**src/rtl/panel_loader.sv**
```systemverilog
// rtl/panel_loader.sv - front-panel loader: deposits an image word by word, loads PC and runs the CPU
//
// Drives a PDP-8 style front panel (switches, load-PC and deposit buttons) from
// a stream of (address, data, last) image words. Each button operation is a
// SETUP / PRESS / REL triple, every phase HOLD_CYCLES clocks long. A shadow PC
// mirrors the CPU's deposit auto-increment so load-PC is only pressed when the
// next word is not at the address the CPU already points to. After the last
// word the loader loads START_PC, raises the run switch and waits for the CPU
// to halt.
//
// Optional feature: define PANEL_LOADER_COUNT_EN to add the deposit_count output.
//
// Ports:
//   clk, rst                 clock, asynchronous active-high reset
//   start                    one-cycle pulse, begins a session from IDLE or HALTED
//   word_valid/word_ready    image word handshake; word_addr, word_data, word_last payload
//   sw[12:0]                 panel switches: [11:0] operand, [12] run
//   load_pc_btn, deposit_btn panel buttons
//   run_led                  CPU running indicator
//   busy, halted             status
//   deposit_count            (PANEL_LOADER_COUNT_EN only) deposits this session, saturating at 4096

module panel_loader #(
    parameter int          HOLD_CYCLES = 10,
    parameter logic [11:0] START_PC    = 12'o0200
) (
    input  logic        clk,
    input  logic        rst,
    input  logic        start,
    input  logic        word_valid,
    input  logic [11:0] word_addr,
    input  logic [11:0] word_data,
    input  logic        word_last,
    output logic        word_ready,
    output logic [12:0] sw,
    output logic        load_pc_btn,
    output logic        deposit_btn,
    input  logic        run_led,
    output logic        busy,
`ifdef PANEL_LOADER_COUNT_EN
    output logic        halted,
    output logic [12:0] deposit_count
`else
    output logic        halted
`endif
);

    typedef enum logic [3:0] {
        IDLE,
        WAIT_WORD,
        LPC_SETUP,
        LPC_PRESS,
        LPC_REL,
        DEP_SETUP,
        DEP_PRESS,
        DEP_REL,
        GO_SETUP,
        RUN,
        HALTED
    } state_t;

    // Counter runs HOLD_CYCLES-1 .. 0, so a phase lasts HOLD_CYCLES clocks.
    localparam logic [7:0] HOLD_LOAD = 8'(HOLD_CYCLES - 1);

    state_t      state_q, state_d;
    logic [7:0]  cnt_q, cnt_d;
    logic [11:0] operand_q, operand_d;
    logic        run_q, run_d;
    logic [11:0] pc_q, pc_d;
    logic        pc_valid_q, pc_valid_d;
    logic [11:0] addr_q, addr_d;
    logic [11:0] data_q, data_d;
    logic        last_q, last_d;
    logic        go_q, go_d;       // current load-PC is the final START_PC load
    logic        run_led_q;
    logic        phase_done;
    logic        dep_done;

    assign phase_done = (cnt_q == 8'd0);
    assign dep_done   = (state_q == DEP_REL) && phase_done;

    always_ff @(posedge clk or posedge rst) begin
        if (rst) begin
            state_q    <= IDLE;
            cnt_q      <= 8'd0;
            operand_q  <= 12'd0;
            run_q      <= 1'b0;
            pc_q       <= 12'd0;
            pc_valid_q <= 1'b0;
            addr_q     <= 12'd0;
            data_q     <= 12'd0;
            last_q     <= 1'b0;
            go_q       <= 1'b0;
            run_led_q  <= 1'b0;
        end else begin
            state_q    <= state_d;
            cnt_q      <= cnt_d;
            operand_q  <= operand_d;
            run_q      <= run_d;
            pc_q       <= pc_d;
            pc_valid_q <= pc_valid_d;
            addr_q     <= addr_d;
            data_q     <= data_d;
            last_q     <= last_d;
            go_q       <= go_d;
            run_led_q  <= run_led;
        end
    end

    always_comb begin
        state_d    = state_q;
        cnt_d      = cnt_q;
        operand_d  = operand_q;
        run_d      = run_q;
        pc_d       = pc_q;
        pc_valid_d = pc_valid_q;
        addr_d     = addr_q;
        data_d     = data_q;
        last_d     = last_q;
        go_d       = go_q;

        case (state_q)
            IDLE, HALTED: begin
                if (start) begin
                    state_d    = WAIT_WORD;
                    pc_valid_d = 1'b0;
                    go_d       = 1'b0;
                    run_d      = 1'b0;
                    cnt_d      = 8'd0;
                end
            end
            WAIT_WORD: begin
                if (word_valid) begin
                    addr_d = word_addr;
                    data_d = word_data;
                    last_d = word_last;
                    cnt_d  = HOLD_LOAD;
                    if (!pc_valid_q || (pc_q != word_addr)) begin
                        state_d   = LPC_SETUP;
                        operand_d = word_addr;
                    end else begin
                        state_d   = DEP_SETUP;
                        operand_d = word_data;
                    end
                end
            end
            LPC_SETUP, LPC_PRESS, DEP_SETUP, DEP_PRESS, GO_SETUP: begin
                if (phase_done) begin
                    cnt_d = HOLD_LOAD;
                    case (state_q)
                        LPC_SETUP: state_d = LPC_PRESS;
                        LPC_PRESS: state_d = LPC_REL;
                        DEP_SETUP: state_d = DEP_PRESS;
                        DEP_PRESS: state_d = DEP_REL;
                        default:   state_d = LPC_PRESS;   // GO_SETUP is the setup of the START_PC load
                    endcase
                end else begin
                    cnt_d = cnt_q - 8'd1;
                end
            end
            LPC_REL: begin
                if (phase_done) begin
                    if (go_q) begin
                        state_d = RUN;
                        run_d   = 1'b1;
                        go_d    = 1'b0;
                        cnt_d   = 8'd0;
                    end else begin
                        state_d    = DEP_SETUP;
                        operand_d  = data_q;
                        pc_d       = addr_q;
                        pc_valid_d = 1'b1;
                        cnt_d      = HOLD_LOAD;
                    end
                end else begin
                    cnt_d = cnt_q - 8'd1;
                end
            end
            DEP_REL: begin
                if (phase_done) begin
                    pc_d = pc_q + 12'd1;          // CPU auto-increments after deposit
                    if (last_q) begin
                        state_d   = GO_SETUP;
                        operand_d = START_PC;
                        go_d      = 1'b1;
                        cnt_d     = HOLD_LOAD;
                    end else begin
                        state_d = WAIT_WORD;
                        cnt_d   = 8'd0;
                    end
                end else begin
                    cnt_d = cnt_q - 8'd1;
                end
            end
            RUN: begin
                if (run_led_q && !run_led) begin
                    state_d = HALTED;
                    run_d   = 1'b0;
                end
            end
            default: begin
                state_d = IDLE;
            end
        endcase
    end

`ifdef PANEL_LOADER_COUNT_EN
    logic [12:0] dep_cnt_q;

    always_ff @(posedge clk or posedge rst) begin
        if (rst) begin
            dep_cnt_q <= 13'd0;
        end else if (start && ((state_q == IDLE) || (state_q == HALTED))) begin
            dep_cnt_q <= 13'd0;
        end else if (dep_done && (dep_cnt_q != 13'd4096)) begin
            dep_cnt_q <= dep_cnt_q + 13'd1;
        end
    end

    assign deposit_count = dep_cnt_q;
`else
    logic unused_dep_done;
    assign unused_dep_done = dep_done;
`endif

    // Buttons decode straight from the state register: an async reset moves the
    // state to IDLE and drops the button in the same instant.
    assign sw          = {run_q, operand_q};
    assign load_pc_btn = (state_q == LPC_PRESS);
    assign deposit_btn = (state_q == DEP_PRESS);
    assign word_ready  = (state_q == WAIT_WORD);
    assign busy        = (state_q != IDLE) && (state_q != HALTED);
    assign halted      = (state_q == HALTED);

endmodule

```
**config.mk**
```make
export PLATFORM = sky130hd
export DESIGN_NAME = panel_loader
export DESIGN_NICKNAME = d
export VERILOG_FILES = /design/src/rtl/panel_loader.sv
export SDC_FILE = /design/constraint.sdc
export NUM_CORES = 1
export LEC_CHECK = 0
export CELL_PAD_IN_SITES_DETAIL_PLACEMENT = 0
export CELL_PAD_IN_SITES_GLOBAL_PLACEMENT = 1
export CORE_MARGIN = 1
export CORE_UTILIZATION = 46
export DETAILED_ROUTE_END_ITERATION = 8
export GPL_ROUTABILITY_DRIVEN = 0
export PLACE_DENSITY = 0.95
export SLEW_MARGIN = 20
export SYNTH_ARGS = -nofsm -noshare
export SYNTH_HDL_FRONTEND = slang
export SYNTH_SLANG_ARGS = --single-unit
```
**constraint.sdc**
```tcl
create_clock -name clk -period 5.3 [get_ports clk]
set_input_delay 1.06 -clock clk [delete_from_list [all_inputs] [get_ports clk]]
set_output_delay 1.06 -clock clk [all_outputs]
set_load 0.1 [all_outputs]
```
Word-level counts from Yosys, hierarchy flattened
Index checks and enable logic that the tools add are counted.

word-level totals
  memory bits (read-only) = 0
  memories = 0
  output and inout port bits = 18
  latch bits = 0
  register bits = 65
  word-level logic and storage cells = 100
  memory bits (writable) = 0
  input port bits = 30

cells by class
  div/mod/pow operators = 0
  bitwise gates (word level) = 0
  eq/ne operators = 21
  reductions and logical operators = 24
  shifts and indexed selects = 0
  $mul = 0
  multiplexer cells = 42
  $add $sub $neg = 2
  order comparisons = 0

operators with widths
  cell                     number
  $mux W12                 9
  $mux W4                  10
  $mux W8                  5
  $pmux W8 S5              1
  $pmux W12 S3             1
  $pmux W12 S2             1
  $pmux W4 S6              1
  $ne A2 B2 Y1 const B     9
  $eq A4 B3 Y1 const B     4
  $add A12 B1 Y12 const B  1
  $eq A4 B4 Y1 const B     3
  $ne A12 B12 Y1           1
  $reduce_and A6 Y1        2
  $reduce_and A5 Y1        2
  $mux W1                  9
  $pmux W3 S3              1
  $reduce_bool A3 Y1       3
  $eq A4 B2 Y1 const B     2
  $logic_not A8 Y1         1
  $reduce_and A4 Y1        2
  $sub A8 B1 Y8 const B    1
  $pmux W1 S3              2
  $reduce_bool A5 Y1       1
  $reduce_or A5 Y1         1
  other kinds (13)         16

Logic depth before layout (Yosys ltp)
Gate-level depths: netlist of the first run.

  depth after elaboration = 5
  gate-level depth with buffers = 8
  gate-level depth less buffers = 7

Worst setup path before layout of the first run
No wires, ideal clock.

  path type = register -> output
  start = register state_q[2]
  end = output halted
  path slack = 1.301 ns
  stages on the path, launching flop included = 5
  arrival = 2.939 ns
  cells stage by stage = dfrtp_1 > buf_2 > buf_2 > buf_1 > nor3_1

between the ends
  word-level cells in the longest chain between the ends = 1

RTL lines
  what                    RTL line  RTL
  from (decl)             65        state_t state_q, state_d;
  from (signal assigned)  96        state_q <= state_d;
  $eq A4 B4 Y1            233       assign halted = (state_q == HALTED);
  to (decl)               44        output logic halted

No other way between the ends.

Worst setup path in the final report of the first run
  start = register state_q[3]
  end = output busy

between the ends
  word-level cells in the longest chain between the ends = 2
  elaborated cells between the ends (all ways) = 3
  classes of those cells = 1 x eq/ne; 2 x reduce/logical

RTL lines
  what                                                RTL line  RTL
  $ne A4 B4 Y1 or $reduce_bool A4 Y1 (tied branches)  232       assign busy = (state_q != IDLE) && (state_q != HALTED);
  $logic_and A1 B1 Y1 (*)                             232
  to (decl)                                           39        output logic busy,

Every way passes the cells marked *; elsewhere a longest branch is shown, timed or not.

==> results of run 1 <==
-- synthesized netlist by cell type (4+ instances only) --
library cell  count  area (um^2)
a31oi_1           4         25.0
a21oi_1          11         55.1
nor3_1            7         35.0
dfrtp_1          65         1630
mux2i_1          15          150
a211oi_1          4         30.0
nand3_1          18         90.1
nor2b_1           4         25.0
nand2b_1          7         43.8
buf_2            14         70.1
xnor2_1          13          114
a22o_1            4         35.0
o221ai_2          7          105
o21ai_0          24          120
and3_1            4         25.0
o31ai_1           5         37.5
clkbuf_1          7         26.3
nand2_1         101          379
inv_1            15         56.3
nand4_1           4         25.0
nor2_1           26         97.6
-- state kept, by name, summed over array words and instances (netlist names) --
register,flops
addr_q,12
cnt_q,8
data_q,12
go_q,1
last_q,1
operand_q,12
pc_q,12
pc_valid_q,1
run_led_q,1
run_q,1
state_q,4
-- metrics by stage --
stage / std cells / util (%) / hold WS (ns) / total power, mW / instance area, um^2
3_3_place_gp: 551 / 54.3 / 0.455 / 2.39 / 4260
2_1_floorplan: 428 / - / 0.437 / 2.10 / 3800
3_5_place_dp: 551 / 54.3 / 0.466 / 2.43 / 4260
4_1_cts: 567 / 57.5 / 0.484 / 2.96 / 4510
6_report: 568 / 57.7 / 0.485 / 2.96 / 4530
5_1_grt: 568 / 57.7 / 0.496 / 3.14 / 4530
-- cells by family after synthesis --
kind of cell	Yosys count
flip-flops	65
AO/OA/AOI/OAI	93
AND/OR/NAND/NOR	193
XOR/XNOR	13
adder cells (fa/ha/maj)	3
multiplexers	17
buffers and inverters	44
-- how the worst max path moves through the flow --
stage | startpoint | end | cells after the start
after floorplan | state_q[2] | halted | 4
after global placement | word_addr[1] | operand_q[4] | 6
after detailed placement | word_addr[1] | operand_q[0] | 6
after CTS | state_q[3] | busy | 4
after global routing | state_q[3] | busy | 4
final | state_q[3] | busy | 4
-- power breakdown --
part | total (mW) | switching [mW] | internal [mW]
Combinational | 1.47 | 0.974 | 0.500
Clock | 0.530 | 0.203 | 0.327
Sequential | 0.960 | 0.256 | 0.704
Total | 2.96 | 1.43 | 1.53
-- final cells by class --
class	instances	area (um^2)	area share, %
tap	102	128	2.82
sequential	65	1630	35.9
inverter	15	56.3	1.24
clock buffer	10	138	3.04
timing repair buffer	51	504	11.1
clock inverter	6	114	2.52
multi-input combinational	319	1960	43.3
-- worst register-to-register path, cell delays in order, from the launching register on --
cell and delay, ns:
dfrtp_1 0.90, nand4b_1 0.84, o211ai_1 0.50, a211oi_2 0.11, buf_4 0.25, mux2i_1 0.19, o21ai_1 0.09
-- metal layers --
metal | share of wire (%) | vias to the layer above
met4 | 1.8 | 0
met5 | 0 | -
met2 | 50 | 117
met3 | 5.7 | 18
met1 | 42 | 1605
li1 | - | 1573
-- cells in the final DEF, fill, tap and decap left out, types with 11 or more instances in the layout --
cell type	n
dfrtp_1	65
nor2_1	24
a21oi_1	11
mux2i_1	15
o21ai_0	24
nand3_1	18
xnor2_1	13
inv_1	14
clkdlybuf4s50_1	47
nand2_1	101
==> flow_summary.yaml, run 1 <==
status:
  outcome: "complete, no violations"
die:
  die_h_um: 92.9
  die_x_um: 92.9
  io_pins: 48
  start_util_pct: 48.4
  die_area_um2: 8630
  num_rows: 32
  core_area_um2: 7850
clock_tree:
  cts_inserted_buffers: 9
  cts-hold-fix-buffers: 0
  cts_max_level: 3
  cts-root-buf: "clkbuf_8"
  cts_sinks: 65
  insertion_delay_ns: 0.35
  clock_path_buffers: 2
  path_clk_slew_ns: 0.08
  cts_setup_buffers: 0
  post_cts_resize_count: 0
  cts_tree: "built"
final_layout:
  n_antenna_cell: 0
  syn2layout_area_growth_pct: 19.2
  drive_gt1_share_pct: 9.66
  nFillCells: 706
  layout.nets: 494
timing:
  final-setup-viol-count: 0
  hold_viol_final: 0
  skew_ns: 0.00848
  finalCritPeriodShare_pct: 73.2
  post-route-min-period_ns: 3.88
  rsz0062_at_grt: "false"
  drv_slew: 0
  maxSlewHeadroom_pct: 33.3
  setup_slack_ns: 1.42
  tightest_slew_ns: 0.997
  setup_tns_ns: 0
  clock.fmax_mhz: 258
synth:
  avgSynthCellArea_um2: 8.88
  synthFlopType: "dfrtp_1"
  synth_compound_area_share_pct: 18.5
  netlist_instances: 428
  yosysSeqAreaShare_pct: 42.8
  ys_ff_latch: 65
  synthMuxAreaShare_pct: 4.55
  synth-simple-area-share_pct: 24.4
  synth_fa_ha_area_share_pct: 0.988
  async_flop_share_pct: 100
  synth_edf_count: 0
  synthDistinctLibCells: 65
  synth_xor_area_share_pct: 3.00
  synth_nets: 461
  ys_warn_count: 0
  synth_top_family_by_area: "simple AND/OR/NAND/NOR gates"
  netlist_area_um2: 3800
detailed_routing:
  routed_wl_mm: 9.38
  vias: 3313
  first_iter_violations: 242
  wl_per_cell_um: 16.5
  vias_per_cell: 5.83
  dr.pass1.iters: 5
  final_antenna_net_count: 0
  drc: 0
grt:
  grt_use_met2_pct: 39.6
  track_usage_pct: 23.2
  first_global_vias: 3141
  grt_max_degree: 38
  globalRouteMet1Util_pct: 28.7
  grt_pass1_wl_mm: 15.5
  overflow: 0
  met3_usage_pct: 5.34
  antenna_found_initial: 0
  busiest_layer: "met2"
placed_design:
  io_buffers: 47
  dp_slack_ns: 1.73
  dpl.hpwl_mm: 6.40
critical_path:
  cp_top_family: "buffers and inverters"
  end_kind: "output port"
  max_stage_delay_ns: 1.13
  worstSetupPathType: "reg -> out"
  reg2reg_slack_ns: 2.26
  cp_max_fo: 21
  worst-endpoint-arrival_ns: 2.82
  cp_slowest_cell: "clkdlybuf4s50_1"
  path_buf_inv: 2
  ff2ff_path_depth: 6
  r2r_start: "state_q[2]"
  cp.required_ns: 4.24
  cp-start-kind: "register"
  r2r-end: "operand_q[8]"
  path_cells: "or2_1 -> a211oi_2 -> inv_1 -> clkdlybuf4s50_1"
pwr:
  power_density_nw_per_um2: 655
  ir_drop_uv: 344
  leakagePower_nw: 1.91
hold_path:
  hold_depth: 2
  worstHoldPathType: "reg -> reg"
  hold_start: "data_q[2]"
  min_to: "data_q[2]"
run:
  drv_cap: 0
Note: power is estimated with default switching activity, not from simulation.
==> inputs of run 2 (changes only) <==
Settings changed: CORE_UTILIZATION 46 to 38, PLACE_DENSITY 0.95 to 0.86.
Clock period 5.3 ns to 3.38 ns, I/O delays scaled along.
==> flow_summary.yaml, run 2 (synthesis results as in run 1) <==
pwr:
  power_density_nw_per_um2: 980
  ir_drop_uv: 510
  leakagePower_nw: 1.95
grt:
  track_usage_pct: 20.4
  overflow: 0
  antenna_found_initial: 0
  first_global_vias: 3292
  globalRouteMet1Util_pct: 24.8
  busiest_layer: "met2"
  grt_pass1_wl_mm: 16.1
  grt_use_met2_pct: 34.5
  met3_usage_pct: 5.27
  grt_max_degree: 37
hold_path:
  worstHoldPathType: "reg -> reg"
  hold_start: "addr_q[7]"
final_layout:
  final_area_um2: 4510
  layout.nets: 501
  fin_util_pct: 46.4
  syn2layout_area_growth_pct: 18.8
  drive_gt1_share_pct: 14.8
  layout_commonest_cell: "nand2_1"
  n_antenna_cell: 0
  mostFrequentLayoutCells: "nand2_1 (101), dfrtp_1 (65), clkdlybuf4s50_1 (29), buf_4 (28), nor2_1 (25)"
  seq_area_um2: 1630
  nFillCells: 973
  multi_input_area_um2: 1960
critical_path:
  path_cells: "or2_1 -> a211oi_2 -> inv_1 -> buf_4"
  reg2reg_slack_ns: 1.03
  crit_path_start: "state_q[3]"
  cp_top_family: "flip-flops"
  worstSetupPathType: "reg -> out"
  cp_max_fo: 21
  r2r_start: "state_q[0]"
  max_stage_delay_ns: 0.62
  cp_slowest_cell: "dfrtp_1"
  cp.required_ns: 2.70
  path_buf_inv: 2
  end_kind: "output port"
  cp-start-kind: "register"
  worst-endpoint-arrival_ns: 2.00
detailed_routing:
  routed_wl_mm: 9.83
  dr.pass1.iters: 4
  wl_per_cell_um: 16.2
  drc: 0
  final_antenna_net_count: 0
  vias_per_cell: 5.44
  vias: 3297
  first_iter_violations: 196
timing:
  post-route-min-period_ns: 2.68
  tightest_slew_ns: 0.829
  rsz0062_at_grt: "false"
  drv_slew: 0
  clock.fmax_mhz: 373
  skew_ns: 0.0150
  finalCritPeriodShare_pct: 79.3
  final-setup-viol-count: 0
  maxSlewHeadroom_pct: 44.7
  hold_viol_final: 0
  setup_tns_ns: 0
die:
  die_h_um: 102
  start_util_pct: 39.0
  io_pins: 48
  core_area_um2: 9730
  die_x_um: 102
  num_rows: 36
  die_area_um2: 10400
clock_tree:
  path_clk_slew_ns: 0.07
  cts_sinks: 65
  clock_path_buffers: 2
  cts-hold-fix-buffers: 0
  cts-root-buf: "clkbuf_8"
  cts_tree: "built"
  post_cts_resize_count: 0
  cts_inserted_buffers: 9
  cts_max_level: 3
  cts_setup_buffers: 0
  insertion_delay_ns: 0.36
status:
  outcome: "complete, no violations"
run:
  drv_cap: 0
placed_design:
  placed_area_um2: 4330
  dpl.hpwl_mm: 6.89
  io_buffers: 47
-- run 2: worst register-to-register path: stages (launching register included) --
cell and delay [ns]:
dfrtp_1 0.69, or4b_4 0.67, o21ai_2 0.16, and2b_1 0.38, o21ai_1 0.12, a22o_1 0.24
-- run 2: final timing paths --
| kind | end | depth (start not counted) |
|---|---|---|
| worst max register to register | pc_q[6] | 5 |
| worst max-delay path | busy | 4 |
| min in group asynchronous | addr_q[8] | 2 |
| worst min-delay path | addr_q[7] | 2 |
| max in group asynchronous | data_q[5] | 3 |
| worst min register to register | addr_q[7] | 2 |
-- run 2: cell type report --
class                   count  share of cell area (%)
multi-input cells         319                    43.5
clock buffers              10                    3.05
flip-flops and latches     65                    36.0
well taps                 133                    3.69
repair buffers             58                    11.5
inverters                  15                    1.25
clock inverters             6                   0.943
-- run 2: metal layers --
metal	up-vias	share of wire, %
met5	-	0
met1	1612	44
met4	0	2.3
met2	88	49
met3	16	5.0
li1	1581	-
-- run 2: stage by stage --
stage          total power [mW]  std cells  hold slack [ns]  worst slack (ns)
2_1_floorplan              3.30        428            0.437             0.609
3_5_place_dp               3.83        590            0.466             0.519
5_1_grt                    4.73        606            0.497             0.564
6_report                   4.42        606            0.480             0.700
3_3_place_gp               3.76        590            0.452             0.602
4_1_cts                    4.45        606            0.485             0.710
-- run 2: power by group --
group          internal [mW]  switching (mW)
Clock                  0.287           0.334
Combinational          0.778            1.56
Sequential              1.10           0.365
==> RTL edit 1: new RTL, settings of run 1 <==
The 11 states of `state_t` get a one-hot encoding in 11 bits.
--- a/src/rtl/panel_loader.sv
+++ b/src/rtl/panel_loader.sv
@@ -46,16 +46,16 @@
 );
 
-    typedef enum logic [3:0] {
-        IDLE,
-        WAIT_WORD,
-        LPC_SETUP,
-        LPC_PRESS,
-        LPC_REL,
-        DEP_SETUP,
-        DEP_PRESS,
-        DEP_REL,
-        GO_SETUP,
-        RUN,
-        HALTED
+    typedef enum logic [10:0] {
+        IDLE      = 11'b00000000001,
+        WAIT_WORD = 11'b00000000010,
+        LPC_SETUP = 11'b00000000100,
+        LPC_PRESS = 11'b00000001000,
+        LPC_REL   = 11'b00000010000,
+        DEP_SETUP = 11'b00000100000,
+        DEP_PRESS = 11'b00001000000,
+        DEP_REL   = 11'b00010000000,
+        GO_SETUP  = 11'b00100000000,
+        RUN       = 11'b01000000000,
+        HALTED    = 11'b10000000000
     } state_t;
 
Behaviour: same outputs for any inputs over 10 cycles, from zero or initial values and one cycle with rst high; not proved beyond that.
==> RTL edit 1 against run 1 <==
  * Worst setup slack worse by 0.49 ns
  * Cell area grew 3.8%
  * Synthesized area is 4.0% higher
  * Sequential cell count increased by 7
  * Total power decreased by 9.9%
  * Count of clock-buffer cells in the layout fell by 1
  * Sequential share of layout area rose by 2.4 points
  * Routed wire length up 1.6%
  * Die area increased by 3.9%
  * Highest routed layer unchanged
==> RTL edit 1: results (changes against run 1) <==
| Metric | Value |
|---|---|
| Register area share after synthesis | 0.457 (+0.0284) |
| Share of cells above drive strength 1 | 0.166 (+0.0697) |
| Starting DRT DRC Count | 243 (+0.41%) |
| Slew HR | 0.349 (+0.0161) |
| Total setup buffers inserted after CTS | 0 (unchanged) |
| Crit Path Max Fanout | 11 (-48%) |
| WP data arrival | 3.31 ns (+0.49 ns) |
| Critical Path Max Stage Delay | 1.04 ns (-0.09 ns) |
| Area Overhead vs Synth | 19.0% |
| Synth top area cells | dfrtp_1 (45%), mux2_2 (11%), nand2_1 (4.0%), o21ai_0 (3.5%), xnor2_1 (3.3%) |
| Netlist cell types | 54 (-17%) |
| First-pass GRT wire length | 15900 um (+2.5%) |
| Vias per cell | 6.01 (+3.1%) |
| LEAKAGE | 1.96 nW (+2.3%) |
| Max IR drop VDD | 0.220 mV (-36%) |
| Syn_area_per_cell | 9.75 um2 (+9.9%) |
| Crit path from | state_q[7] |
| Status | completed |
| Largest net degree at the start of global routing | 39 (+2.6%) |
| Hpwl dp | 6640 um (+3.8%) |
| Post-Syn Nets | 437 (-5.2%) |
| DP Cell Count | 534 (-3.1%) |
| Fillers | 713 (+0.99%) |
| Vias in the first global route | 3164 (+0.73%) |
| DP Area | 0.00445 mm2 (+4.4%) |
| Non-Filler Instances | 550 (-3.2%) |
| Top delay family on crit path | simple AND/OR/NAND/NOR gates |
| Setup slack at placement | 1.33 ns (-0.394 ns) |
| RR Startpoint | state_q[8] |
| Total global-route track usage | 0.232 (about the same) |
| Synth top cells by count | dfrtp_1 (71), nand2_1 (42), mux2_2 (39) |
==> RTL edit 1: worst paths after layout <==
path                            slack [ns]            to  depth (start not counted)
worst max-delay path                  0.93          busy                          3
worst min-delay path                  0.48  operand_q[8]                          2
worst max register to register        2.20       pc_q[9]                          6
worst min register to register        0.48  operand_q[8]                          2
max in group asynchronous             3.17     addr_q[0]                          3
min in group asynchronous             1.18        last_q                          2
==> RTL edit 1: worst min-delay path: cells and delay by family, from the launching register on <==
family,cells,cell delay (ns)
AOI/OAI and AO/OA,1,0.06
and+or+nand+nor,1,0.05
DFF,1,0.35
==> RTL edit 1: layout make-up <==
cell class | instances | area share
clock buffers | 9 | 0.0264
inverters | 11 | 0.00879
flip-flops and latches | 72 | 0.384
multi-input cells | 296 | 0.422
repair buffers | 50 | 0.105
well taps | 105 | 0.0280
clock inverters | 7 | 0.0266
==> RTL edit 1: kinds of logic (layout without fill, tap and decap cells) <==
group / after synthesis / in the layout / synth area share
XOR/XNOR: 18 / 18 / 0.0399
AO/OA/AOI/OAI: 105 / 105 / 0.170
adder cells (fa/ha/maj): 2 / 2 / 0.00634
multiplexers: 39 / 39 / 0.111
AND/OR/NAND/NOR: 132 / 132 / 0.172
buffers and inverters: 37 / 77 / 0.0434
flip-flops: 72 / 72 / 0.457
==> RTL edit 1: layer usage <==
metal | GRT usage | routed length [um]
met3 | 0.0403 | 551
met1 | 0.326 | 4240
met5 | 0 | 0
met2 | 0.356 | 4580
met4 | 0.0896 | 150
==> RTL edit 1: power by group <==
group | total [mW] | switching [mW] | internal [mW]
registers | 0.894 | 0.147 | 0.747
logic | 1.23 | 0.822 | 0.407
clock network | 0.547 | 0.229 | 0.318
==> RTL edit 2: new RTL, flow settings as in run 1 <==
Without the edit above. Build with the macro `PANEL_LOADER_COUNT_EN` defined.
--- a/src/rtl/panel_loader.sv
+++ b/src/rtl/panel_loader.sv
@@ -20,4 +20,6 @@
 //   busy, halted             status
 //   deposit_count            (PANEL_LOADER_COUNT_EN only) deposits this session, saturating at 4096
+
+`define PANEL_LOADER_COUNT_EN
 
 module panel_loader #(
Formal check against the unedited RTL (old outputs only; new: deposit_count): equivalent (equiv_simple and equiv_induct, registers matched by name and starting in step).
==> RTL edit 2 against run 1 <==
  * Worst setup slack worse by 0.28 ns
  * Total power is 4.2% higher
  * Sequential power grew 9%
  * Non-clock buffer count up 17
  * Routed wire length rose by 19%
  * Cell area increased by 17%
  * Critical endpoint is now word_ready
  * Sequential cell count up 13
  * Core utilization up 1.8 points
  * Synthesized area is 14% higher
  * Worst hold slack got worse by 0.0080 ns
==> RTL edit 2: results (changes against run 1) <==
| Metric | Value |
|---|---|
| Status | completed |
| Critical-path top delay cell | clkdlybuf4s50_1 |
| PortBufs | 60 (+28%) |
| WP data arrival | 3.10 ns (+0.28 ns) |
| Synth top area cells | dfrtp_1 (45%), nand2_1 (11%), a21oi_1 (4.4%), o21ai_0 (3.4%), xnor2_1 (3.2%) |
| Synth Area in Compound Gates | 0.175 (-0.0104) |
| Total setup buffers inserted after CTS | 0 (unchanged) |
| DR pass1 iterations | 5 (unchanged) |
| Netlist cell types | 61 (-6.2%) |
| Number of flip-flops under the largest register name | 13 |
| LEAKAGE | 2.20 nW (+15%) |
| Share of cells above drive strength 1 | 0.0663 (-0.0303) |
| GR Util met3 | 0.0362 (-0.0172) |
| Routed length per instance | 16.7 um (+1.4%) |
| Synth top cells by count | nand2_1 (131), dfrtp_1 (78), a21oi_1 (38) |
| GR met2 Demand/Resource | 0.391 (-0.00538) |
| Fraction of registers with async set/reset | 1.00 (unchanged) |
| Largest net degree at the start of global routing | 46 (+21%) |
| Post-Syn Nets | 538 (+17%) |
| Crit Path Max Fanout | 22 (+4.8%) |
| Max IR drop VDD | 0.409 mV (+19%) |
| Total global-route track usage | 0.247 (+0.0153) |
| Mux contribution to synthesized area | 0.0301 (-0.0153) |
| Vias in the first global route | 3798 (+21%) |
| Hpwl dp | 7680 um (+20%) |
| Clk_skew | 0.0141 ns (+0.00562 ns) |
| Total number of vias | 3916 (+18%) |
| PostCTS Resize Cnt | 0 (unchanged) |
| Final nets | 589 (+19%) |
| Register area share after synthesis | 0.452 (+0.0238) |
| First-pass GRT wire length | 19000 um (+22%) |
| Met1 Resource Use GR | 0.345 (+0.0581) |
| Worst Tran Pin Value | 1.09 ns (+0.0934 ns) |
| N_diodes | 0 (unchanged) |
| CTS Buf Count | 9 (unchanged) |
| Starting DRT DRC Count | 261 (+7.9%) |
| DP Cell Count | 651 (+18%) |
| Vias per cell | 5.88 (+0.81%) |
| Synth Area in Adders | 0.0145 (+0.00461) |
| Setup slack at placement | 1.54 ns (-0.190 ns) |
| Met2 WL | 5350 um (+14%) |
| WL met1 | 5060 um (+28%) |
| DP Area | 0.00505 mm2 (+19%) |
| Post-Syn Instances | 503 (+18%) |
| XOR/XNOR share of the synthesized area | 0.0426 (+0.0126) |
| Critical Path Max Stage Delay | 1.21 ns (+0.08 ns) |
==> RTL edit 2: path summary, 6_finish.rpt <==
path                            cells after the start  slack (ns)      endpoint  startpoint
min in group asynchronous                           2        1.25          go_q         rst
worst max-delay path                                3        1.14    word_ready  state_q[0]
worst max register to register                      6        1.88  operand_q[7]  state_q[1]
max in group asynchronous                           3        3.04       pc_q[3]         rst
worst min-delay path                                2        0.48     data_q[0]   data_q[0]
worst min register to register                      2        0.48     data_q[0]   data_q[0]
==> RTL edit 2: where the power goes <==
part	switching (mW)	leakage, nW	internal (mW)
registers	0.249	1.02	0.798
logic	1.03	1.07	0.482
clock network	0.223	0.115	0.310
==> RTL edit 2: area by class of cell <==
cell class / instances / area [um2]
inverter: 14 / 52.6
clock buffer: 9 / 124
tap: 108 / 135
sequential: 78 / 1950
fill: 800 / 3600
timing repair buffer: 68 / 661
clock inverter: 6 / 111
multi-input combinational: 383 / 2250
